$ cat config.mk
export PLATFORM = sky130hd
export DESIGN_NAME = pbit_bank
export DESIGN_NICKNAME = d
export VERILOG_FILES = /design/src/rtl/pbit_bank.sv
export SDC_FILE = /design/constraint.sdc
export NUM_CORES = 1
export LEC_CHECK = 0
export CAP_MARGIN = 20
export CORE_ASPECT_RATIO = 1.75
export CORE_MARGIN = 2
export CORE_UTILIZATION = 50
export CTS_CLUSTER_DIAMETER = 50
export DETAILED_ROUTE_END_ITERATION = 7
export PLACE_DENSITY = 0.79
export REMOVE_ABC_BUFFERS = 1
export SLEW_MARGIN = 25
export SYNTH_ARGS = -nofsm -noshare
export SYNTH_HDL_FRONTEND = slang
export SYNTH_SLANG_ARGS = --single-unit
$ cat constraint.sdc
create_clock -name clk_i -period 3.05 [get_ports clk_i]
set_input_delay 0.4575 -clock clk_i [delete_from_list [all_inputs] [get_ports clk_i]]
set_output_delay 0.4575 -clock clk_i [all_outputs]
set_load 0.02 [all_outputs]
$ cat src/rtl/pbit_bank.sv
// pbit_bank: bank of probabilistic bits, each an LFSR compared against a beta-scaled signed bias.
// One start request runs one Gibbs sweep, either one bit per cycle or all bits in one cycle.
`default_nettype none

module pbit_bank #(
    parameter int          N_PBITS = 4,
    parameter int          BIAS_W  = 7,
    parameter int          RNG_W   = 32,
    parameter logic [31:0] SEED    = 32'd1,
    parameter int          CNT_W   = 16
) (
    input  logic                        clk_i,
    input  logic                        rst_ni,
    input  logic                        en_i,
    input  logic                        start_i,
    input  logic                        mode_i,
    input  logic [2:0]                  beta_i,
    input  logic [N_PBITS*BIAS_W-1:0]   bias_i,
    input  logic [N_PBITS-1:0]          clamp_en_i,
    input  logic [N_PBITS-1:0]          clamp_val_i,
    output logic [N_PBITS-1:0]          pbit_state_o,
    output logic                        busy_o,
    output logic                        done_o,
    output logic [CNT_W-1:0]            sweep_count_o
);

    localparam int IDX_W = (N_PBITS > 1) ? $clog2(N_PBITS) : 1;

    localparam logic [1:0] S_IDLE  = 2'd0;
    localparam logic [1:0] S_SWEEP = 2'd1;
    localparam logic [1:0] S_DONE  = 2'd2;

    // Right-shift Galois feedback masks for maximal-length sequences.
    localparam logic [63:0] TAPS64 = (RNG_W == 8)  ? 64'h0000_0000_0000_00B8 :
                                     (RNG_W == 16) ? 64'h0000_0000_0000_B400 :
                                     (RNG_W == 24) ? 64'h0000_0000_00E1_0000 :
                                                     64'h0000_0000_8020_0003;
    localparam logic [RNG_W-1:0] TAPS = TAPS64[RNG_W-1:0];

    localparam logic signed [BIAS_W+7:0] S_HI = (BIAS_W+8)'((2 ** (BIAS_W - 1)) - 1);
    localparam logic signed [BIAS_W+7:0] S_LO = (BIAS_W+8)'(-(2 ** (BIAS_W - 1)));

    logic [1:0]         state_q, state_d;
    logic [IDX_W-1:0]   idx_q,   idx_d;
    logic               mode_q,  mode_d;
    logic [N_PBITS-1:0] pbit_q,  pbit_d;
    logic [CNT_W-1:0]   cnt_q,   cnt_d;
    logic [N_PBITS-1:0] w_new;

    for (genvar i = 0; i < N_PBITS; i++) begin : g_ch
        localparam logic [RNG_W-1:0] SEED_RAW = RNG_W'(SEED + 32'(i));
        localparam logic [RNG_W-1:0] SEED_I   = (SEED_RAW == '0) ? RNG_W'(1) : SEED_RAW;

        logic [RNG_W-1:0]         lfsr_q;
        logic signed [BIAS_W-1:0] w_b;
        logic signed [BIAS_W+7:0] w_s;
        logic signed [RNG_W:0]    w_sum;
        logic                     w_act;

        always_ff @(posedge clk_i or negedge rst_ni) begin
            if (!rst_ni) begin
                lfsr_q <= SEED_I;
            end else if (en_i) begin
                lfsr_q <= {1'b0, lfsr_q[RNG_W-1:1]} ^ (lfsr_q[0] ? TAPS : '0);
            end
        end

        assign w_b = bias_i[i*BIAS_W +: BIAS_W];
        assign w_s = {{8{w_b[BIAS_W-1]}}, w_b} << beta_i;
        // Only reached when |s| fits in BIAS_W bits, so the narrow slice is exact.
        assign w_sum = {w_s[BIAS_W-1], w_s[BIAS_W-1:0], {(RNG_W-BIAS_W){1'b0}}}
                     + {lfsr_q[RNG_W-1], lfsr_q};

        always_comb begin
            w_act = 1'b0;
            if (w_s >= S_HI) begin
                w_act = 1'b1;
            end else if (w_s <= S_LO) begin
                w_act = 1'b0;
            end else begin
                w_act = (w_sum >= 0);
            end
        end

        assign w_new[i] = clamp_en_i[i] ? clamp_val_i[i] : w_act;
    end

    always_ff @(posedge clk_i or negedge rst_ni) begin
        if (!rst_ni) begin
            state_q <= S_IDLE;
            idx_q   <= '0;
            mode_q  <= 1'b0;
            pbit_q  <= '0;
            cnt_q   <= '0;
        end else begin
            state_q <= state_d;
            idx_q   <= idx_d;
            mode_q  <= mode_d;
            pbit_q  <= pbit_d;
            cnt_q   <= cnt_d;
        end
    end

    always_comb begin
        state_d = state_q;
        idx_d   = idx_q;
        mode_d  = mode_q;
        pbit_d  = pbit_q;
        cnt_d   = cnt_q;
        if (en_i) begin
            case (state_q)
                S_IDLE: begin
                    if (start_i) begin
                        state_d = S_SWEEP;
                        mode_d  = mode_i;
                        idx_d   = '0;
                    end
                end
                S_SWEEP: begin
                    if (mode_q) begin
                        pbit_d  = w_new;
                        state_d = S_DONE;
                        cnt_d   = cnt_q + CNT_W'(1);
                    end else begin
                        pbit_d[idx_q] = w_new[idx_q];
                        if (idx_q == IDX_W'(N_PBITS - 1)) begin
                            idx_d   = '0;
                            state_d = S_DONE;
                            cnt_d   = cnt_q + CNT_W'(1);
                        end else begin
                            idx_d = idx_q + IDX_W'(1);
                        end
                    end
                end
                S_DONE:  state_d = S_IDLE;
                default: state_d = S_IDLE;
            endcase
        end
    end

    always_comb begin
        busy_o        = (state_q == S_SWEEP);
        done_o        = (state_q == S_DONE);
        pbit_state_o  = pbit_q;
        sweep_count_o = cnt_q;
    end

endmodule

`default_nettype wire

# ---- Word-level counts from Yosys, hierarchy flattened
# Cells that the tools add are included.
dict set report totals {
  reg_bits 153
  input_bits 44
  output_inout_bits 22
  elab_cells 84
}
dict set report op_classes {
  n_addsub 6
  order_cmp 14
  n_eq_ne 6
  shift 4
  muxes 32
  n_bitwise 4
  n_reduce_logical 9
}
# operator n
set ops {}
lappend ops {{adder 32 x 32 -> 33 bit} 4}
lappend ops {{greater-or-equal comparator 33 x 1 -> 1 bit (second input constant)} 4}
lappend ops {{two-way mux 32 bit} 4}
lappend ops {{bitwise XOR 31 x 32 -> 32 bit} 4}
lappend ops {{greater-or-equal comparator 15 x 7 -> 1 bit (second input constant)} 4}
lappend ops {{less-or-equal comparator 15 x 7 -> 1 bit (second input constant)} 4}
lappend ops {{<< shifter 15 x 3 -> 15 bit} 4}
lappend ops {{two-way mux 16 bit} 2}
lappend ops {{adder 16 x 1 -> 16 bit (second input constant)} 1}
lappend ops {{two-way mux 1 bit} 14}
lappend ops {{two-way mux 2 bit} 6}
lappend ops {{AND reduction 3 bit} 3}
lappend ops {{case mux 2 bit (2 select lines)} 2}
lappend ops {{bitwise mux 4 bit} 1}
lappend ops {{equality test 2 bit (second input constant)} 2}
lappend ops {{two-way mux 4 bit} 1}
lappend ops {{!= test 2 bit (second input constant)} 2}
lappend ops {{AND reduction 4 bit} 1}
lappend ops {{nonzero test 2 bit} 2}
lappend ops {{< comparator 2 x 3 -> 1 bit (second input constant)} 1}
lappend ops {{!= test 3 x 1 -> 1 bit (second input constant)} 1}
lappend ops {{adder 2 x 1 -> 2 bit (second input constant)} 1}
lappend ops {{binary-select mux 1 bit (select 2 bit)} 1}
lappend ops {{demux 1 bit (select 2 bit)} 1}
lappend ops {{other kinds (5)} 5}

# ---- Depth between registers and ports, before layout
dict set report logic_depth {
  ltp_word 10
  depth_mapped 17
  ltp_nobuf 14
}

# ---- Worst setup path before layout
# No wires, ideal clock.
dict set report synth_path {
  path_type {input to register}
  from {input port beta_i[1]}
  to {register pbit_q[0], in the netlist pbit_state_o[0]}
  setup_ns 0.137
  arrival_ns 3.472
  t_required_ns 2.913
  path_slack_ns -0.559
  path_stages 16
  n_path_buf 5
  cell_sequence {buf_4 buf_2 buf_2 clkbuf_1 clkbuf_1 a21oi_1 o21ai_0 ha_1 nand2b_1 o221ai_1 a221oi_1 a41o_1 a211o_1 and4_1 a2111oi_4 a31oi_1}
}
dict set report synth_via {
  elab_chain_cells 10
  word_cells_on_any_way 36
  classes_between {add/sub (4); order compare (12); shift (4); mux (16)}
}
# element line
set synth_rtl {}
lappend synth_rtl {{start: declaration} 17} ;# input logic [2:0] beta_i,
lappend synth_rtl {{<< shifter 15 x 3 -> 15 bit} 69} ;# assign w_s = {{8{w_b[BIAS_W-1]}}, w_b} << beta_i;
lappend synth_rtl {{adder 32 x 32 -> 33 bit} 72} ;# + {lfsr_q[RNG_W-1], lfsr_q};
lappend synth_rtl {{greater-or-equal comparator 33 x 1 -> 1 bit} 81} ;# w_act = (w_sum >= 0);
lappend synth_rtl {{two-way mux 1 bit} 78} ;# end else if (w_s <= S_LO) begin
lappend synth_rtl {{two-way mux 1 bit} 76} ;# if (w_s >= S_HI) begin
lappend synth_rtl {{two-way mux 1 bit} 85} ;# assign w_new[i] = clamp_en_i[i] ? clamp_val_i[i] : w_act;
lappend synth_rtl {{binary-select mux 1 bit (select 2 bit)} 125} ;# pbit_d[idx_q] = w_new[idx_q];
lappend synth_rtl {{two-way mux 1 bit (not written as such)} 125}
lappend synth_rtl {{bitwise mux 4 bit} 125}
lappend synth_rtl {{two-way mux 4 bit *} 120} ;# if (mode_q) begin
lappend synth_rtl {{end signal: assignment} 99} ;# pbit_q <= pbit_d;
lappend synth_rtl {{end: declaration} 46} ;# logic [N_PBITS-1:0] pbit_q, pbit_d;
# Mark *: on every way between the ends. The rest lies on a longest branch, timed or not. The select of a mux whose other input is x is not followed.
# A chain may end at the register's enable or synchronous reset.

# ---- Worst setup path in the final report
dict set report layout_path {
  from {input port beta_i[0]}
  to {register pbit_q[0], in the netlist pbit_state_o[0]}
}
# The elaborated chain is that of the path after synthesis.

==> out/qor.yml <==
outcome:
  status: "finished, final reports clean"
timing:
  maxSlewViolCount: 0
  period_minus_slack_ns: 3.014
  fin_ws_ns: 0.03563
  rsz0062_at_grt: "yes"
  hold_viol_final: 0
  tightest_slew_ns: 0.8388
  fin_skew_ns: 0.008372
  finalSetupViolCount: 0
  min_period_over_period_pct: 98.83
  maxSlewHeadroom_pct: 44.08
  max_freq_mhz: 331.7
finish:
  fill_cells: 1124
  drive_gt1_share_pct: 37.21
  antenna_cells: 0
  layoutNonFillerInstCount: 1108
  final_common_cell: "dfrtp_1"
  layout_common_cells: "148 x dfrtp_1, 126 x mux2_2, 123 x buf_4"
  area_growth_pct: 32.00
  layout.nets: 975
logic_synthesis:
  synth_cell_types: 67
  synth_ff_type: "dfrtp_1"
  netlist_instances: 733
  synth_edf_count: 0
  synth_area_per_cell_sq_um: 11.15
  synth-seq-cells: 153
  synth-seq-area-share_pct: 46.92
  yosysWarnings: 0
  synth_area_sq_mm: 0.008173
  async_reset_ff_share_pct: 100.0
detailed_routing:
  maxUsedRoutingLayer: "met4"
  ant_nets: 0
  wl_met1_microns: 7449
  drtIter0Drc: 415
  wl_microns: 18890
  dr_total_vias: 6411
  firstDrtPassIters: 4
  post-route-drc-count: 0
  wl_per_cell_microns: 17.05
  viasPerCell: 5.786
  wl_met3_microns: 559
  wl_met2_microns: 9798
critical_path:
  path_cells: "buf_12, buf_12, buf_4, mux2_4, a21oi_4, o21ai_1, ha_1, nand2b_4, o221ai_2, a221oi_1, a41o_1, a211o_1, and4_4, a2111oi_4, a31oi_1"
  path_buf_inv: 3
  crit_top_cell: "buf_12"
  cp-start-kind: "primary input"
  critPathTopFamily: "compound AO/OA/AOI/OAI gates"
  cp_slowest_cell: "a211o_1"
  end_kind: "flop"
  crit_required_ns: 3.32
  critPathKind: "primary input to flop"
  path_max_fanout: 6
  critPathArrivalTime_ns: 3.29
  slowest_delay_ns: 0.38
floorplanning:
  die_x_microns: 100.6
  initial_utilization_pct: 51.24
  io_pins: 66
  core_area_sq_mm: 0.01595
  fp.dieH_microns: 173.1
  rows: 61
  die-area_sq_mm: 0.01742
pwr:
  clkPwrFrac_pct: 26.4
  p_leak_nw: 4.717
  switching_share_pct: 30.94
  switchingPower_w: 0.002646
  peakVddDrop_mv: 0.5218
  seqPwrFrac_pct: 43.2
  combPwrFrac_pct: 30.4
  internal_power_w: 0.005906
  power_density_mw_per_mm2: 792.8
clock_network:
  cts_buffer_depth: 2
  cts_buffers: 17
  clk_pin_slew_ns: 0.06
  htreeDepth: 4
  clk-insertion-delay-late_ns: 0.41
  cts.sinks: 153
  clock-root-buffer: "clkbuf_16"
  cts_tree: "yes"
placed_design:
  io_buffers: 65
  gp_congestion: 0.9260
  placed_cells: 1061
  hpwlAfterDp_microns: 12790
  post-place-ws_ns: -0.7163
worst_hold_path:
  min_path_type: "primary input to asynchronous set/reset pin"
global_route:
  grt_pass1_vias: 6651
  grt_pass1_wl_microns: 30690
  antenna_found_initial: 0
  grt_overflow: 0
  grt_start_max_net_pins: 83
  grt_usage_pct: 21.64
run:
  drv_cap: 0
-- sequential cells by signal (all words and copies together) (netlist names) --
signal and cells:
state_q 2, mode_q 1, pbit_state_o 4, idx_q 2, g_ch.lfsr_q 128, sweep_count_o 16
-- cells in the mapped netlist, types with 3 or more instances --
cell       instances  area share [%]
o22ai_1            9            0.69
xnor2_1           24             2.6
xor2_1             3            0.32
dfrtp_1          148              45
a21oi_1           37             2.3
mux2_2           131              18
a31oi_1           10            0.77
buf_2              5            0.31
buf_4              5            0.46
nor3_1            10            0.61
a21o_1             5            0.46
ha_1              25             3.8
dfstp_2            5             1.6
a2111oi_0          3            0.32
nor2_1            52             2.4
nand2b_1          10            0.77
a211o_1            6            0.64
clkbuf_1          21            0.96
mux2i_1           18             2.2
and2_1             7            0.54
or2_2              3            0.23
nand3_1           15            0.92
and3_1             6            0.46
inv_1             14            0.64
a41o_1             3            0.37
nand4_1            8            0.61
o21ai_0           30             1.8
o31ai_1            4            0.37
nor2b_1           11            0.84
buf_1              5            0.23
a22o_1             3            0.32
nand2_1           45             2.1
o211ai_1           4            0.37
a221oi_1           3            0.32
-- cell type report --
class | instances | area (sq um) | area share (%)
clock buffers | 18 | 429.2 | 3.978
clock inverters | 14 | 211.5 | 1.960
inverters | 15 | 60.06 | 0.5567
multi-input cells | 527 | 4354 | 40.36
flip-flops and latches | 153 | 3835 | 35.55
well taps | 189 | 236.5 | 2.192
repair buffers | 192 | 1662 | 15.40
-- logic make-up after synthesis --
kind of cell,after synthesis,synth area share (%)
adder cells (fa/ha/maj),28,4.210
AO/OA/AOI/OAI,145,12.17
buffers and inverters,53,2.924
AND/OR/NAND/NOR,177,10.35
multiplexers,150,20.53
XOR/XNOR,27,2.893
flip-flops,153,46.92
-- power by group through the flow --
stage               Sequential (W)  Combinational (W)  Clock, W
finish                     0.00369            0.00260   0.00226
detailed placement         0.00368            0.00236         0
CTS                        0.00368            0.00250   0.00230
global route               0.00383            0.00285   0.00239
floorplan                  0.00353            0.00156         0
global placement           0.00363            0.00226         0
-- path summary, 6_finish.rpt --
| check | end | slack (ns) | startpoint | cells past startpoint |
|---|---|---|---|---|
| min in group clk_i | g_ch[1].lfsr_q[1]$_DFFE_PN1P_ | 0.36 | en_i | 2 |
| max | pbit_state_o[0]$_DFFE_PN0P_ | 0.04 | beta_i[0] | 15 |
| min | g_ch[3].lfsr_q[15]$_DFFE_PN0P_ | 0.08 | rst_ni | 1 |
| max reg2reg | pbit_state_o[0]$_DFFE_PN0P_ | 0.36 | g_ch[1].lfsr_q[27]$_DFFE_PN0P_ | 10 |
| max in group asynchronous | g_ch[2].lfsr_q[1]$_DFFE_PN1P_ | 2.17 | rst_ni | 2 |
| min reg2reg | sweep_count_o[15]$_DFFE_PN0P_ | 0.47 | sweep_count_o[15]$_DFFE_PN0P_ | 1 |
-- metal layers --
metal,vias up,global-route usage (%)
li1,3036,-
met1,3124,24.91
met2,169,36.81
met3,82,3.193
met4,0,13.76
met5,-,0
-- what timing repair did --
item	in CTS	in global routing
hold buffers	0	0
setup buffers	5	10
resized for setup	28	50
endpoints found under the hold margin	0	0
endpoints found under the setup margin	4	4
pin swaps	20	28
-- metrics by stage --
stage                     hold slack (ns)  TNS, ns  total power [W]  instance area [sq um]  utilization [%]
after CTS                          0.1007        0         0.008483                  10500            65.82
after detailed placement           0.4641   -2.818         0.006038                   9732            61.01
after global placement             0.4603   -2.423         0.005882                   9732            61.01
final                             0.07627        0         0.008553                  10790            67.63
after global routing               0.1352  -0.3086         0.009072                  10790            67.63
after floorplan                    0.1619  -0.1884         0.005096                   7990                -
Note: power is estimated with default switching activity, not from simulation.
